==> config.mk <==
export PLATFORM = sky130hd
export DESIGN_NAME = product_accumulator_flat
export DESIGN_NICKNAME = d
export VERILOG_FILES = /design/src/rtl/product_accumulator_if.sv /design/src/rtl/product_accumulator.sv /design/src/flat_wrapper.sv
export SDC_FILE = /design/constraint.sdc
export NUM_CORES = 1
export LEC_CHECK = 0
export BUFFER_PORTS_ARGS = -buffer_cell sky130_fd_sc_hd__buf_2
export CAP_MARGIN = 20
export CORE_MARGIN = 10
export CORE_UTILIZATION = 50
export CTS_BUF_LIST = sky130_fd_sc_hd__clkbuf_8
export DETAILED_ROUTE_END_ITERATION = 10
export PLACE_DENSITY = 0.75
export SLEW_MARGIN = 20
export SYNTH_ARGS = -nofsm -noshare
export SYNTH_HDL_FRONTEND = slang
export SYNTH_SLANG_ARGS = --single-unit
==> constraint.sdc <==
create_clock -name clk -period 4.8 [get_ports clk]
set_input_delay 0.96 -clock clk [delete_from_list [all_inputs] [get_ports clk]]
set_output_delay 0.96 -clock clk [all_outputs]
set_load 0.005 [all_outputs]
==> src/rtl/product_accumulator_if.sv <==
// Product accumulator bus: product input handshake plus frame-result output handshake.
//   slave  : the accumulator side (consumes products, produces results)
//   master : the producer/consumer side driving products and taking results
// Signals:
//   in_valid/in_ready/prod_in          product handshake (prod_in is an unsigned 6-bit product)
//   out_valid/out_ready/out_sum/out_ovf result handshake
//   term_cnt                           products accepted in the current frame
interface product_accumulator_if #(
  parameter int unsigned N_TERMS = 4,
  parameter int unsigned ACC_W   = 8
);
  localparam int unsigned CW = $clog2(N_TERMS);

  logic             in_valid;
  logic             in_ready;
  logic [5:0]       prod_in;
  logic             out_valid;
  logic             out_ready;
  logic [ACC_W-1:0] out_sum;
  logic             out_ovf;
  logic [CW-1:0]    term_cnt;

  modport slave (
    input  in_valid, prod_in, out_ready,
    output in_ready, out_valid, out_sum, out_ovf, term_cnt
  );

  modport master (
    output in_valid, prod_in, out_ready,
    input  in_ready, out_valid, out_sum, out_ovf, term_cnt
  );
endinterface

==> src/rtl/product_accumulator.sv <==
// Sums N_TERMS consecutive 6-bit unsigned products into one frame result and holds the
// result on a valid/ready port until it is taken.
// Ports:
//   clk  - rising-edge clock
//   rst  - asynchronous active-high reset
//   clr  - synchronous frame abort (highest priority, drops any partial or held frame)
//   bus  - product_accumulator_if.slave: product input handshake, result output handshake,
//          term_cnt (products accepted this frame)
// Configuration:
//   SATURATE_EN defined   : accumulator clamps to 2^ACC_W-1 on overflow for the rest of the frame
//   SATURATE_EN undefined : accumulator wraps modulo 2^ACC_W
//   In both cases out_ovf flags that the frame sum exceeded 2^ACC_W-1.
module product_accumulator #(
  parameter int unsigned N_TERMS = 4,
  parameter int unsigned ACC_W   = 8
) (
  input logic                  clk,
  input logic                  rst,
  input logic                  clr,
  product_accumulator_if.slave bus
);
  localparam int unsigned   CW      = $clog2(N_TERMS);
  localparam int unsigned   SW      = ACC_W + 1;
  localparam logic [CW-1:0] LastCnt = CW'(N_TERMS - 1);

  typedef enum logic {StAcc, StDone} state_e;

  state_e           state_q, state_d;
  logic [ACC_W-1:0] acc_q, acc_d;
  logic [CW-1:0]    cnt_q, cnt_d;
  logic             ovf_q, ovf_d;
  logic [SW-1:0]    sum_ext;

  // One extra bit so the carry out of the accumulator is visible.
  assign sum_ext = {1'b0, acc_q} + SW'(bus.prod_in);

  always_comb begin
    state_d = state_q;
    acc_d   = acc_q;
    cnt_d   = cnt_q;
    ovf_d   = ovf_q;
    if (clr) begin
      state_d = StAcc;
      acc_d   = '0;
      cnt_d   = '0;
      ovf_d   = 1'b0;
    end else begin
      case (state_q)
        StAcc: begin
          // in_ready is 1 throughout StAcc, so in_valid alone qualifies the accept.
          if (bus.in_valid) begin
`ifdef SATURATE_EN
            // Once clamped, stay clamped until the frame ends.
            acc_d = (sum_ext[ACC_W] || ovf_q) ? '1 : sum_ext[ACC_W-1:0];
`else
            acc_d = sum_ext[ACC_W-1:0];
`endif
            if (sum_ext[ACC_W]) ovf_d = 1'b1;
            // The completing accept leaves cnt at N_TERMS-1.
            if (cnt_q == LastCnt) begin
              state_d = StDone;
            end else begin
              cnt_d = cnt_q + CW'(1);
            end
          end
        end
        StDone: begin
          if (bus.out_ready) begin
            state_d = StAcc;
            acc_d   = '0;
            cnt_d   = '0;
            ovf_d   = 1'b0;
          end
        end
        default: state_d = StAcc;
      endcase
    end
  end

  always_ff @(posedge clk or posedge rst) begin
    if (rst) begin
      state_q <= StAcc;
      acc_q   <= '0;
      cnt_q   <= '0;
      ovf_q   <= 1'b0;
    end else begin
      state_q <= state_d;
      acc_q   <= acc_d;
      cnt_q   <= cnt_d;
      ovf_q   <= ovf_d;
    end
  end

  assign bus.in_ready  = (state_q == StAcc);
  assign bus.out_valid = (state_q == StDone);
  assign bus.out_sum   = acc_q;
  assign bus.out_ovf   = ovf_q;
  assign bus.term_cnt  = cnt_q;
endmodule
==> src/flat_wrapper.sv <==
// flat-port wrapper written by rule: the top's interface ports become plain ports
module product_accumulator_flat 
#(
  parameter int unsigned N_TERMS = 4,
  parameter int unsigned ACC_W   = 8
)
  (clk, rst, clr, bus_in_valid, bus_prod_in, bus_out_ready, bus_in_ready, bus_out_valid, bus_out_sum, bus_out_ovf, bus_term_cnt);
  product_accumulator_if #(.N_TERMS(N_TERMS), .ACC_W(ACC_W)) bus_i ();
  input logic clk;
  input logic rst;
  input logic clr;
  input wire logic [$bits(bus_i.in_valid)-1:0] bus_in_valid;
  input wire logic [$bits(bus_i.prod_in)-1:0] bus_prod_in;
  input wire logic [$bits(bus_i.out_ready)-1:0] bus_out_ready;
  output wire logic [$bits(bus_i.in_ready)-1:0] bus_in_ready;
  output wire logic [$bits(bus_i.out_valid)-1:0] bus_out_valid;
  output wire logic [$bits(bus_i.out_sum)-1:0] bus_out_sum;
  output wire logic [$bits(bus_i.out_ovf)-1:0] bus_out_ovf;
  output wire logic [$bits(bus_i.term_cnt)-1:0] bus_term_cnt;
  assign bus_i.in_valid = bus_in_valid;
  assign bus_i.prod_in = bus_prod_in;
  assign bus_i.out_ready = bus_out_ready;
  assign bus_in_ready = bus_i.in_ready;
  assign bus_out_valid = bus_i.out_valid;
  assign bus_out_sum = bus_i.out_sum;
  assign bus_out_ovf = bus_i.out_ovf;
  assign bus_term_cnt = bus_i.term_cnt;
  product_accumulator #(.N_TERMS(N_TERMS), .ACC_W(ACC_W)) u_core (.clk(clk), .rst(rst), .clr(clr), .bus(bus_i));
endmodule
# After elaboration in Yosys (flattened, before gate mapping)

Cells that the tools add are included.

Register bits: 12
Input port bits: 11
Output and inout bits: 13
Word-level logic and storage cells: 34

Add/subtract/negate cells: 2
Equal/unequal tests: 5
Multiplexer cells: 19
Bitwise logic cells: 1
Reductions and logical operators: 3

Operators with widths:

| cell                                                   | count |
|---|---|
| two-way mux 8 bit                                      | 3 |
| case mux 8 bit (2 select lines)                        | 1 |
| adder 8 x 6 -> 9 bit                                   | 1 |
| inequality test 3 bit (second input constant)          | 3 |
| two-way mux 1 bit                                      | 8 |
| two-way mux 2 bit                                      | 4 |
| AND reduction 3 bit                                    | 2 |
| case mux 1 bit (2 select lines)                        | 2 |
| case mux 2 bit (2 select lines)                        | 1 |
| inequality test 3 x 2 -> 1 bit (second input constant) | 1 |
| adder 2 x 1 -> 2 bit (second input constant)           | 1 |
| equality test 2 bit (second input constant)            | 1 |
| AND reduction 2 bit                                    | 1 |
| inverter 1 bit                                         | 1 |

# Logic depth before layout (Yosys ltp)

Word-level depth: 5
Gate-level depth with buffers: 6
Gate-level depth less buffers: 6

# Least setup slack after synthesis

Ideal clock, no wire load.

Path type: input to register
Start: input bus_prod_in[0]
End: register u_core.ovf_q, in the netlist u_core.bus.out_ovf
Library setup time: 0.127 ns
Data arrival time: 2.190 ns
Required time: 4.673 ns
Setup slack: 2.483 ns
Stages on the path: 6
Path buffers: 0
Cells stage by stage: ha_1 > fa_1 > a211oi_1 > o21ai_0 > a21oi_1 > o31ai_1

Longest elaborated chain between the ends: 3

RTL lines:

| element                                         | RTL line                  | text |
|---|---|---|
| start: declaration                              | flat_wrapper.sv:13        | `input wire logic [$bits(bus_i.prod_in)-1:0] bus_prod_in;` |
| adder 8 x 6 -> 9 bit                            | product_accumulator.sv:35 | `assign sum_ext = {1'b0, acc_q} + SW'(bus.prod_in);` |
| inequality test 3 x 2 -> 1 bit (no source line) | -                         |  |
| AND reduction 3 bit (no source line)            | -                         |  |
| end signal: assignment                          | product_accumulator.sv:90 | `ovf_q <= ovf_d;` |
| end: declaration                                | product_accumulator.sv:31 | `logic ovf_q, ovf_d;` |

No other way between the ends.
A chain may end at the register's enable or synchronous reset.

# Worst setup path after layout

Same ends and word-level chain as after synthesis.

==> metrics <==
die height=60.43 µm; f_max=0.4281 GHz; CTS tree=built; share of layout cells above drive strength 1=29.91%; number of global-route vias before repair=686; Final Critical Period=2.336 ns; maxcap violations=0; Post-synth EDFFs=0; IO Count=24; top post-synthesis cells by area=dfrtp_1, ha_1, a21oi_1; Synth cell types=33; vias per cell=5.870; Yosys warning count=0; Simple-Gate Fraction of Synth Area=12.40%; Synth Flop Type=dfrtp_1; Reg clk slew, reported paths=0.05 ns; pwr dens=300.1 mW/mm²; type of the tightest min-delay check=reg2reg; xor and xnor area share after synthesis=2.144%; Layout Skew=0.003460 ns; DRC Markers=0; Final Hold Violating Endpoints=0; commonest cells in the synthesized netlist=dfrtp_1, ha_1, nor2_1; Resized cells post-CTS=0; Mapped Cells=83; Final Power=293.6 µW; TritonCTS Sinks=12; number of antenna violations at the first check in global routing=0; Routed Antenna Nets=0; sequential share of the synthesized area=36.75%; synthesis-stage register bit count=12; Peak VDD IR=0.1525 mV; cell accounting for the most synthesized area=dfrtp_1; Sequential Area=300.3 µm²; gpl congestion=0.8507; Filler cells=138; CP startpoint kind=input pin; Leakage=0.0005173 µW; Slew Limit Fails=0; Setup CP Type=in2reg; Initial Utilization=53.61%; Final Cycle Share=48.66%; setup TNS=0 ns; H-tree depth=1; worst-margin pin slew=0.4842 ns; Post-CTS Setup Inserts=0; fin area=978.4 µm²; multi-input logic area=479.2 µm²; mux cell area share after synthesis=1.225%; clock buffer count from CTS=3; total routed wirelength=1740 µm; 1st-pass router iterations=5; wire per inst=14.15 µm; max_slew headroom=67.68%; root buffer cell=clkbuf_8; n_diodes=0; violation count after the first detailed-routing iteration=17; RSZ-0062 raised after global routing=false; Netlist Area Pre-Place=817.0 µm²; largest family of logic cells by synthesized area=compound AO/OA/AOI/OAI gates; Post-Syn Nets=102; status=complete, no violations; Synth Area in Compound Gates=29.71%; largest net degree at the start of global routing=13; Max FO, Critical Path=3; Max Root-Sink Buffers=2; first-pass GRT wire length=2822 µm; CP Data Required Time=4.92 ns; Worst EP arrival=2.45 ns; total grt overflow=0; die width=60.43 µm; Async SR Flop Fraction=100.0%; clk_lat worst skew=0.24 ns; Avg Cell Area, Syn=9.844 µm²; Core ar.=0.001524 mm²; Area after DPL=937.1 µm²; hold-fix buffers at CTS=0; GRT Total Usage=9.534%; Synth Area in Adders=13.17%; input/output buffers=23; vias=722; final setup vio count=0; Yosys top cell area share=36.75%; most common cell in the netlist=dfrtp_1; Worst setup EP type=flop; Area growth, synth to finish=19.75%; # nets final=128; num rows=14; die area=0.003651 mm²; DP Wirelength=1423 µm
==> cell usage in the layout (no fill, tap or decap), types with 2 or more instances in the layout <==
| cell | n |
|---|---|
| buf_2 | 23 |
| a211o_1 | 2 |
| a22o_1 | 3 |
| nand2_1 | 5 |
| nor2_1 | 7 |
| a211oi_1 | 3 |
| ha_1 | 7 |
| clkbuf_8 | 3 |
| a21oi_1 | 6 |
| a21o_1 | 2 |
| inv_1 | 6 |
| dfrtp_1 | 12 |
| o21ai_1 | 3 |
| o21a_1 | 3 |
| o31ai_1 | 2 |
| o21ai_0 | 3 |
==> metal layers <==
| metal | wire [µm] | share of wire [%] | global-route usage [%] |
|---|---|---|---|
| met4 | 14 | 0.80 | 2.194 |
| met3 | 148 | 8.5 | 3.132 |
| met1 | 772 | 44 | 12.12 |
| met2 | 805 | 46 | 15.29 |
| met5 | 0 | 0 | 0 |
==> state kept, by name, summed over array words and instances, names as in the netlist <==
name and count:
u_core.bus.out_sum 8, u_core.bus.out_valid 1, u_core.bus.out_ovf 1, u_core.bus.term_cnt 2
==> through the flow <==
| step | hold WS [ns] | utilization [%] | std cells | setup WS (ns) |
|---|---|---|---|---|
| global route | 0.5087 | 64.20 | 123 | 2.366 |
| CTS | 0.4894 | 64.20 | 123 | 2.477 |
| detailed placement | 0.4786 | 61.49 | 120 | 2.254 |
| floorplan | 0.4726 | - | 83 | 2.483 |
| global placement | 0.4720 | 61.49 | 120 | 2.276 |
| finish | 0.4813 | 64.20 | 123 | 2.464 |
==> layout make-up <==
class,count,share of cell area (%)
clock buffers,3,4.220
inverters,6,2.302
multi-input cells,63,48.98
flip-flops and latches,12,30.69
well taps,16,2.046
repair buffers,23,11.76
==> path summary, 6_finish.rpt <==
kind,startpoint,endpoint,slack (ns),cells after the start
max,bus_prod_in[0],u_core.bus.out_ovf,2.46,7
min,u_core.bus.out_ovf,u_core.bus.out_ovf,0.48,2
max reg2reg,u_core.bus.out_sum[0],u_core.bus.out_ovf,2.86,6
min reg2reg,u_core.bus.out_ovf,u_core.bus.out_ovf,0.48,2
max in group asynchronous,rst,u_core.bus.out_valid,3.74,2
min in group asynchronous,rst,u_core.bus.out_sum[1],0.73,2
==> where the power goes <==
part / switching, µW / total [µW] / internal (µW)
combinational: 43.5 / 84.7 / 41.2
clock: 35.5 / 90.7 / 55.2
sequential: 8.12 / 118 / 110
total: 87.1 / 294 / 207
==> worst max-delay path: stages <==
cell	delay, ns
buf_2	0.10
ha_1	0.21
fa_1	0.43
a211oi_1	0.36
o21ai_0	0.16
a21oi_1	0.16
o31ai_1	0.07
==> cells by family after synthesis <==
logic type / after synthesis
compound gates: 33
xor+xnor: 2
fa+ha+maj: 8
buf+inv: 8
flops: 12
mux: 1
simple gates: 19
Power figures use the tool's default switching activity.
